==> config.mk <==
export PLATFORM = sky130hd
export DESIGN_NAME = route_sequencer
export DESIGN_NICKNAME = d
export VERILOG_FILES = /design/src/rtl/maze_pkg.sv /design/src/rtl/gap_timer.sv /design/src/rtl/route_sequencer.sv
export SDC_FILE = /design/constraint.sdc
export NUM_CORES = 1
export LEC_CHECK = 0
export BUFFER_PORTS_ARGS = -buffer_cell sky130_fd_sc_hd__buf_2
export CAP_MARGIN = 20
export CORE_UTILIZATION = 45
export DETAILED_ROUTE_END_ITERATION = 8
export PLACE_DENSITY = 0.68
export SETUP_SLACK_MARGIN = 0.15
export SYNTH_ARGS = -nofsm -noshare
export SYNTH_HDL_FRONTEND = slang
export SYNTH_SLANG_ARGS = --single-unit
==> constraint.sdc <==
create_clock -name clk -period 1.8 [get_ports clk]
set_clock_uncertainty 0.2 [all_clocks]
set_input_delay 0.36 -clock clk [delete_from_list [all_inputs] [get_ports clk]]
set_output_delay 0.36 -clock clk [all_outputs]
set_load 0.01 [all_outputs]
==> src/rtl/maze_pkg.sv <==
// ---------------------------------------------------------------------------
// maze_pkg
// Shared types and constants for the maze route sequencer.
//   opcode_e  : command opcodes carried in cmd[15:14]
//   turn_e    : two-bit turn codes packed into the route word
//   state_e   : route_sequencer FSM states
//   GAP_LIM_* : gap timeout limits (fast simulation / real hardware)
// ---------------------------------------------------------------------------
package maze_pkg;

    localparam int GAP_W   = 20;
    localparam int ROUTE_W = 14;

    localparam logic [GAP_W-1:0] GAP_LIM_FAST = 20'd4095;
    localparam logic [GAP_W-1:0] GAP_LIM_SLOW = 20'd1048575;

    // Idle route value: every pair reads "end", so a stray edge ends at once.
    localparam logic [ROUTE_W-1:0] ROUTE_EMPTY = 14'h3FFF;

    typedef enum logic [1:0] {
        OP_CAL   = 2'b00,
        OP_GO    = 2'b01,
        OP_RSVD  = 2'b10,
        OP_ABORT = 2'b11
    } opcode_e;

    typedef enum logic [1:0] {
        TURN_STRAIGHT = 2'b00,
        TURN_LEFT     = 2'b01,
        TURN_RIGHT    = 2'b10,
        TURN_END      = 2'b11
    } turn_e;

    typedef enum logic [2:0] {
        ST_IDLE,
        ST_CAL,
        ST_MOVE,
        ST_GAP,
        ST_STOP
    } state_e;

    function automatic logic [GAP_W-1:0] gap_limit(input int fast_sim);
        return (fast_sim != 0) ? GAP_LIM_FAST : GAP_LIM_SLOW;
    endfunction

endpackage

==> src/rtl/gap_timer.sv <==
// ---------------------------------------------------------------------------
// gap_timer
// Counts cycles spent crossing an intersection gap and flags a lost line.
//   clk, rst_n : clock, asynchronous active-low reset
//   clr        : restart the count at zero (has priority over en)
//   en         : count this cycle
//   expired    : high in the enabled cycle whose increment reaches the limit,
//                so the gap lasts exactly GAP_LIM cycles before timing out
// The 20-bit counter saturates at all-ones and never wraps.
// ---------------------------------------------------------------------------
module gap_timer
    import maze_pkg::*;
#(
    parameter int FAST_SIM = 1
) (
    input  logic clk,
    input  logic rst_n,
    input  logic clr,
    input  logic en,
    output logic expired
);

    localparam logic [GAP_W-1:0] LIM_M1 = gap_limit(FAST_SIM) - GAP_W'(1);

    logic [GAP_W-1:0] count;

    // NOTE: clocked state uses non-blocking (<=) so every register samples
    // pre-edge values; blocking here would create simulation order races.
    always_ff @(posedge clk or negedge rst_n) begin
        if (!rst_n) begin
            count <= '0;
        end else if (clr) begin
            count <= '0;
        end else if (en && (count != '1)) begin
            count <= count + GAP_W'(1);
        end
    end

    assign expired = en && (count >= LIM_M1);

endmodule

==> src/rtl/route_sequencer.sv <==
// ---------------------------------------------------------------------------
// route_sequencer
// Command-driven sequencer that walks a pre-loaded route of turn codes,
// consuming one turn per intersection (falling edge of line_present).
//   clk, rst_n   : clock, asynchronous active-low reset
//   cmd          : [15:14] opcode, [13:0] seven 2-bit turns, LSB pair first
//   cmd_rdy      : command valid, held until clr_cmd_rdy
//   line_present : line sensed under the robot
//   bmp_n        : bumper, active-low
//   cal_done     : calibration finished pulse
//   clr_cmd_rdy  : one-cycle command acknowledge
//   go           : enable for the PID / speed datapath
//   strt_cal     : one-cycle calibration start
//   veer_lft/rght: steering requests while crossing a gap
//   route_done   : one-cycle pulse when the end-of-route turn is reached
//   lost_err     : line not found within the gap timeout
//   buzz_en      : buzzer while stopped
// All outputs are registered.
// ---------------------------------------------------------------------------
module route_sequencer
    import maze_pkg::*;
#(
    parameter int FAST_SIM = 1
) (
    input  logic        clk,
    input  logic        rst_n,
    input  logic [15:0] cmd,
    input  logic        cmd_rdy,
    input  logic        line_present,
    input  logic        bmp_n,
    input  logic        cal_done,
    output logic        clr_cmd_rdy,
    output logic        go,
    output logic        strt_cal,
    output logic        veer_lft,
    output logic        veer_rght,
    output logic        route_done,
    output logic        lost_err,
    output logic        buzz_en
);

    state_e               state, next_state;
    logic [ROUTE_W-1:0]   route;
    turn_e                turn, turn_next;
    logic                 line_prev;

    opcode_e              op;
    turn_e                head;
    logic                 cmd_valid, is_abort, line_fall;
    logic                 load_route, take_turn;
    logic                 gap_expired;

    logic clr_d, go_d, strt_cal_d, veer_lft_d, veer_rght_d;
    logic route_done_d, lost_err_d, buzz_en_d;

    assign op   = opcode_e'(cmd[15:14]);
    assign head = turn_e'(route[1:0]);

    // cmd_rdy is still high in the cycle our acknowledge is visible, so a
    // command is only taken when no acknowledge is in flight.
    assign cmd_valid = cmd_rdy && !clr_cmd_rdy;
    assign is_abort  = cmd_valid && (op == OP_ABORT);
    assign line_fall = line_prev && !line_present;

    assign load_route = (state == ST_IDLE) && cmd_valid && (op == OP_GO);
    assign take_turn  = (state == ST_MOVE) && (next_state == ST_GAP);
    assign turn_next  = take_turn ? head : turn;

    gap_timer #(
        .FAST_SIM (FAST_SIM)
    ) u_gap_timer (
        .clk     (clk),
        .rst_n   (rst_n),
        .clr     (take_turn),
        .en      (state == ST_GAP),
        .expired (gap_expired)
    );

    // ---- state register --------------------------------------------------
    always_ff @(posedge clk or negedge rst_n) begin
        if (!rst_n) begin
            state <= ST_IDLE;
        end else begin
            state <= next_state;
        end
    end

    // ---- next-state logic -------------------------------------------------
    // Bumper first, then ABORT, then line events, then timeout.
    always_comb begin
        // NOTE: assigning a default before the case keeps every path driven,
        // so no latch is inferred for next_state.
        next_state = state;
        unique case (state)
            ST_IDLE: begin
                if (cmd_valid && (op == OP_CAL)) begin
                    next_state = ST_CAL;
                end else if (cmd_valid && (op == OP_GO)) begin
                    next_state = ST_MOVE;
                end
            end
            ST_CAL: begin
                if (is_abort || cal_done) begin
                    next_state = ST_IDLE;
                end
            end
            ST_MOVE: begin
                if (!bmp_n) begin
                    next_state = ST_STOP;
                end else if (is_abort) begin
                    next_state = ST_IDLE;
                end else if (line_fall) begin
                    next_state = (head == TURN_END) ? ST_IDLE : ST_GAP;
                end
            end
            ST_GAP: begin
                if (!bmp_n) begin
                    next_state = ST_STOP;
                end else if (is_abort) begin
                    next_state = ST_IDLE;
                end else if (line_present) begin
                    next_state = ST_MOVE;
                end else if (gap_expired) begin
                    next_state = ST_STOP;
                end
            end
            ST_STOP: begin
                if (cmd_valid) begin
                    next_state = ST_IDLE;
                end
            end
            default: next_state = ST_IDLE;
        endcase
    end

    // ---- output logic (next values of the registered outputs) -------------
    always_comb begin
        go_d         = (next_state == ST_MOVE) || (next_state == ST_GAP);
        buzz_en_d    = (next_state == ST_STOP);
        // lost_err is set only by a timeout (GAP -> STOP without the bumper)
        // and then held for as long as we stay stopped.
        lost_err_d   = (next_state == ST_STOP) &&
                       (((state == ST_STOP) && lost_err) ||
                        ((state == ST_GAP) && bmp_n));
        strt_cal_d   = (state == ST_IDLE) && cmd_valid && (op == OP_CAL);
        route_done_d = (state == ST_MOVE) && bmp_n && !is_abort &&
                       line_fall && (head == TURN_END);
        veer_lft_d   = (next_state == ST_GAP) && (turn_next == TURN_LEFT);
        veer_rght_d  = (next_state == ST_GAP) && (turn_next == TURN_RIGHT);

        clr_d = 1'b0;
        unique case (state)
            ST_IDLE, ST_STOP: clr_d = cmd_valid;
            ST_CAL:           clr_d = is_abort;
            ST_MOVE, ST_GAP:  clr_d = is_abort && bmp_n;
            default:          clr_d = 1'b0;
        endcase
    end

    // ---- output, route and edge-history registers -------------------------
    always_ff @(posedge clk or negedge rst_n) begin
        if (!rst_n) begin
            clr_cmd_rdy <= 1'b0;
            go          <= 1'b0;
            strt_cal    <= 1'b0;
            veer_lft    <= 1'b0;
            veer_rght   <= 1'b0;
            route_done  <= 1'b0;
            lost_err    <= 1'b0;
            buzz_en     <= 1'b0;
        end else begin
            clr_cmd_rdy <= clr_d;
            go          <= go_d;
            strt_cal    <= strt_cal_d;
            veer_lft    <= veer_lft_d;
            veer_rght   <= veer_rght_d;
            route_done  <= route_done_d;
            lost_err    <= lost_err_d;
            buzz_en     <= buzz_en_d;
        end
    end

    // Route shifts right one turn per intersection, refilling with "end" so
    // seven consumed turns leave ROUTE_EMPTY and the eighth edge ends it.
    always_ff @(posedge clk or negedge rst_n) begin
        if (!rst_n) begin
            route     <= ROUTE_EMPTY;
            turn      <= TURN_STRAIGHT;
            line_prev <= 1'b0;
        end else begin
            line_prev <= line_present;
            turn      <= turn_next;
            if (load_route) begin
                route <= cmd[ROUTE_W-1:0];
            end else if (take_turn) begin
                route <= {2'b11, route[ROUTE_W-1:2]};
            end
        end
    end

endmodule

==> results.txt <==
Worst-path clk slew = 0.09 ns
Fmax = 0.482 GHz
dpl cells = 392
most common cell in the synthesized netlist = dfrtp_1
Arr. time, crit path = 2.10 ns
top cells by area, synth = dfrtp_1 (34%), dfstp_2 (15%), mux2i_1 (5.3%)
antenna violations before repair = 0
Fillers = 334
Final Non-Filler Cells = 414
worst hold start = cmd[4]
WHS Path Cells = 3
clock buffer count from CTS = 5
TritonRoute pass-1 iters = 4
Routed Antenna Nets = 0
MaxCap Viol Count = 0
Area Overhead vs Synth = 56.7%
final worst-path setup slack = -0.274 ns
Final min period = 2.07 ns
drt wl/cell = 16.9 microns
Lkg Pwr = 1.72 nW
period utilisation layout = 115%
cells after synthesis = 244
DIE HEIGHT = 76.1 microns
Tot Pwr = 5.00 mW
share of the synthesized area in the top cell type = 34.5%
total clock sinks = 48
post-DR vias/cell = 5.38
Setup TNS = -4.75 ns
CP startpoint kind = flip-flop
1st-iter DRT viols = 140
violated checks = negative setup slack
VDD IR max = 0.000886 V
layout cell share with drive strength beyond 1 = 59.3%
Placer Congestion = 0.822
Post-Syn Area = 2470 sq um
Post-Route WL = 7.01 mm
Synth Net Count = 268
Worst Max-Slew Pin Slew = 0.432 ns
global route overflow = 0
Final Setup Violations = 38
Avg Inst Size Synth = 10.1 sq um
critical path endpoint category = flip-flop
start of the worst register-to-register path = u_gap_timer.count[0]
Die Area = 5790 sq um
Port Buffers = 29
R2R setup slack = -0.27 ns
EDFF count, synth = 0
vias in the first global route = 2105
largest net degree at the start of global routing = 29
CTS root buf = clkbuf_8
vias post-DR = 2228
worst endpoint required time = 1.82 ns
core area = 5200 sq um
Synth async-reset ratio = 100%
Netlist cell types = 47
IO Count = 30
status = finished with violations
CTS tree = done
DRC = 0
RSZ-0062 raised after global routing = true
CP Class = flip-flop to flip-flop
clock tree buffer depth = 2
Seq/Total Area, Yosys = 49.4%
reg2reg path depth = 8
final hold viol count = 0
worst-path fanout max = 3
Synth Warn # = 0
All-Layer GR Usage = 20.9%
row count = 26
Hold WC Path Type = primary input to flip-flop
max-slew violation count = 0
Initial Util = 47.4%
Commonest cells post-synth = dfrtp_1 (34), nor2_1 (24), nand2_1 (22)
Slew HR = 71.2%
Worst Hold Path EP = route[4]
global-route wire length before repair = 9.60 mm
H-tree levels = 2
RR Endpoint = veer_rght
pwr/cell area = 1290 nW/um^2
ant diodes = 0
HPWL Detailed = 3.98 mm
Yosys top cell by area = dfrtp_1
post-place setup slack = -0.230 ns
worst skew pair latency = 0.32 ns
prevailing post-synth register cell = dfrtp_1
die width = 76.1 microns
post-synthesis register bit count = 48
fin nets = 367
logic make-up (layout without fill, tap and decap cells):
logic type | Yosys count | count (layout) | share of synthesized area [%]
AND/OR/NAND/NOR | 107 | 107 | 24.6
flip-flops | 48 | 48 | 49.4
multiplexers | 16 | 16 | 6.94
AO/OA/AOI/OAI | 38 | 38 | 9.38
XOR/XNOR | 14 | 14 | 4.97
buffers and inverters | 19 | 119 | 3.70
adder cells (fa/ha/maj) | 2 | 2 | 1.01
how the worst max path moves through the flow:
| stage | from | to | slack, ns | depth (start not counted) |
|---|---|---|---|---|
| final | u_gap_timer.count[0] | veer_rght | -0.27 | 8 |
| after global routing | u_gap_timer.count[0] | veer_rght | -0.32 | 8 |
| after CTS | state[0] | veer_rght | -0.16 | 5 |
| after detailed placement | cmd[15] | veer_rght | -0.23 | 6 |
| after global placement | state[2] | route[7] | -0.17 | 5 |
| after floorplan | u_gap_timer.count[1] | u_gap_timer.count[10] | -0.06 | 5 |
layout by cell type (no fill, tap or decap), types with 4 or more instances in the layout:
master	instances
a211oi_2	4
a21oi_1	5
buf_12	4
buf_2	29
buf_4	54
buf_6	12
clkbuf_8	6
dfrtp_1	33
dfstp_2	14
inv_1	9
mux2i_1	10
nand2_1	6
nand2_2	6
nand2_4	10
nand3_1	8
nand3_2	6
nand4_1	6
nor2_1	22
nor3_2	4
nor3_4	5
o21ai_1	6
o21ai_2	8
xnor2_1	9
xor2_1	4
flip-flops by register name (all words and copies together), names as in the netlist:
name / flops
clr_cmd_rdy: 1
line_prev: 1
route_done: 1
strt_cal: 1
u_gap_timer.count: 20
route: 14
state: 3
go: 1
veer_rght: 1
buzz_en: 1
veer_lft: 1
turn: 2
lost_err: 1
through the flow:
stage / cell area, sq um / hold slack [ns] / utilization (%)
finish: 3870 / 0.0408 / 74.3
global route: 3870 / 0.0328 / 74.3
CTS: 3420 / 0.0442 / 65.6
detailed placement: 3150 / 0.116 / 60.6
global placement: 3150 / 0.112 / 60.6
floorplan: 2540 / -0.136 / -
layer usage:
metal  vias to the layer above  GRT usage [%]  wire [microns]
met5                         -              0               0
met4                         0           7.50             110
met3                        10           4.07             266
met2                        58           35.0            3750
met1                      1087           27.1            2880
li1                       1073              -               -
worst max-delay path, stage by stage (launching register included):
cell	delay (ns)
dfrtp_1	0.41
inv_1	0.08
ha_2	0.19
o2111ai_2	0.21
nor3_2	0.10
buf_4	0.15
nor4_4	0.24
nor2_2	0.12
nor4b_4	0.29
layout make-up:
cell class,count,area [sq um],area share (%)
timing repair buffer,102,826,21.3
inverter,9,33.8,0.873
sequential,48,1220,31.5
clock buffer,7,108,2.78
multi-input combinational,177,1590,41.0
tap,70,87.6,2.26
clock inverter,1,8.76,0.226
timing repair:
action                                  CTS  global route
hold buffers                              1             0
resized for setup                        23            94
pin swaps                                13            29
cloned                                    0             3
endpoints found under the setup margin   44            44
setup buffers                             2             8
hold endpoints to repair                 10             0
where the power goes:
group	internal, mW	total, mW	leakage (nW)	switching [mW]
logic	1.17	2.28	1.10	1.11
clock network	0.399	0.778	0.0596	0.380
registers	1.60	1.94	0.555	0.340
total	3.17	5.00	1.72	1.83
No activity file was read; power rests on OpenSTA's default activity.
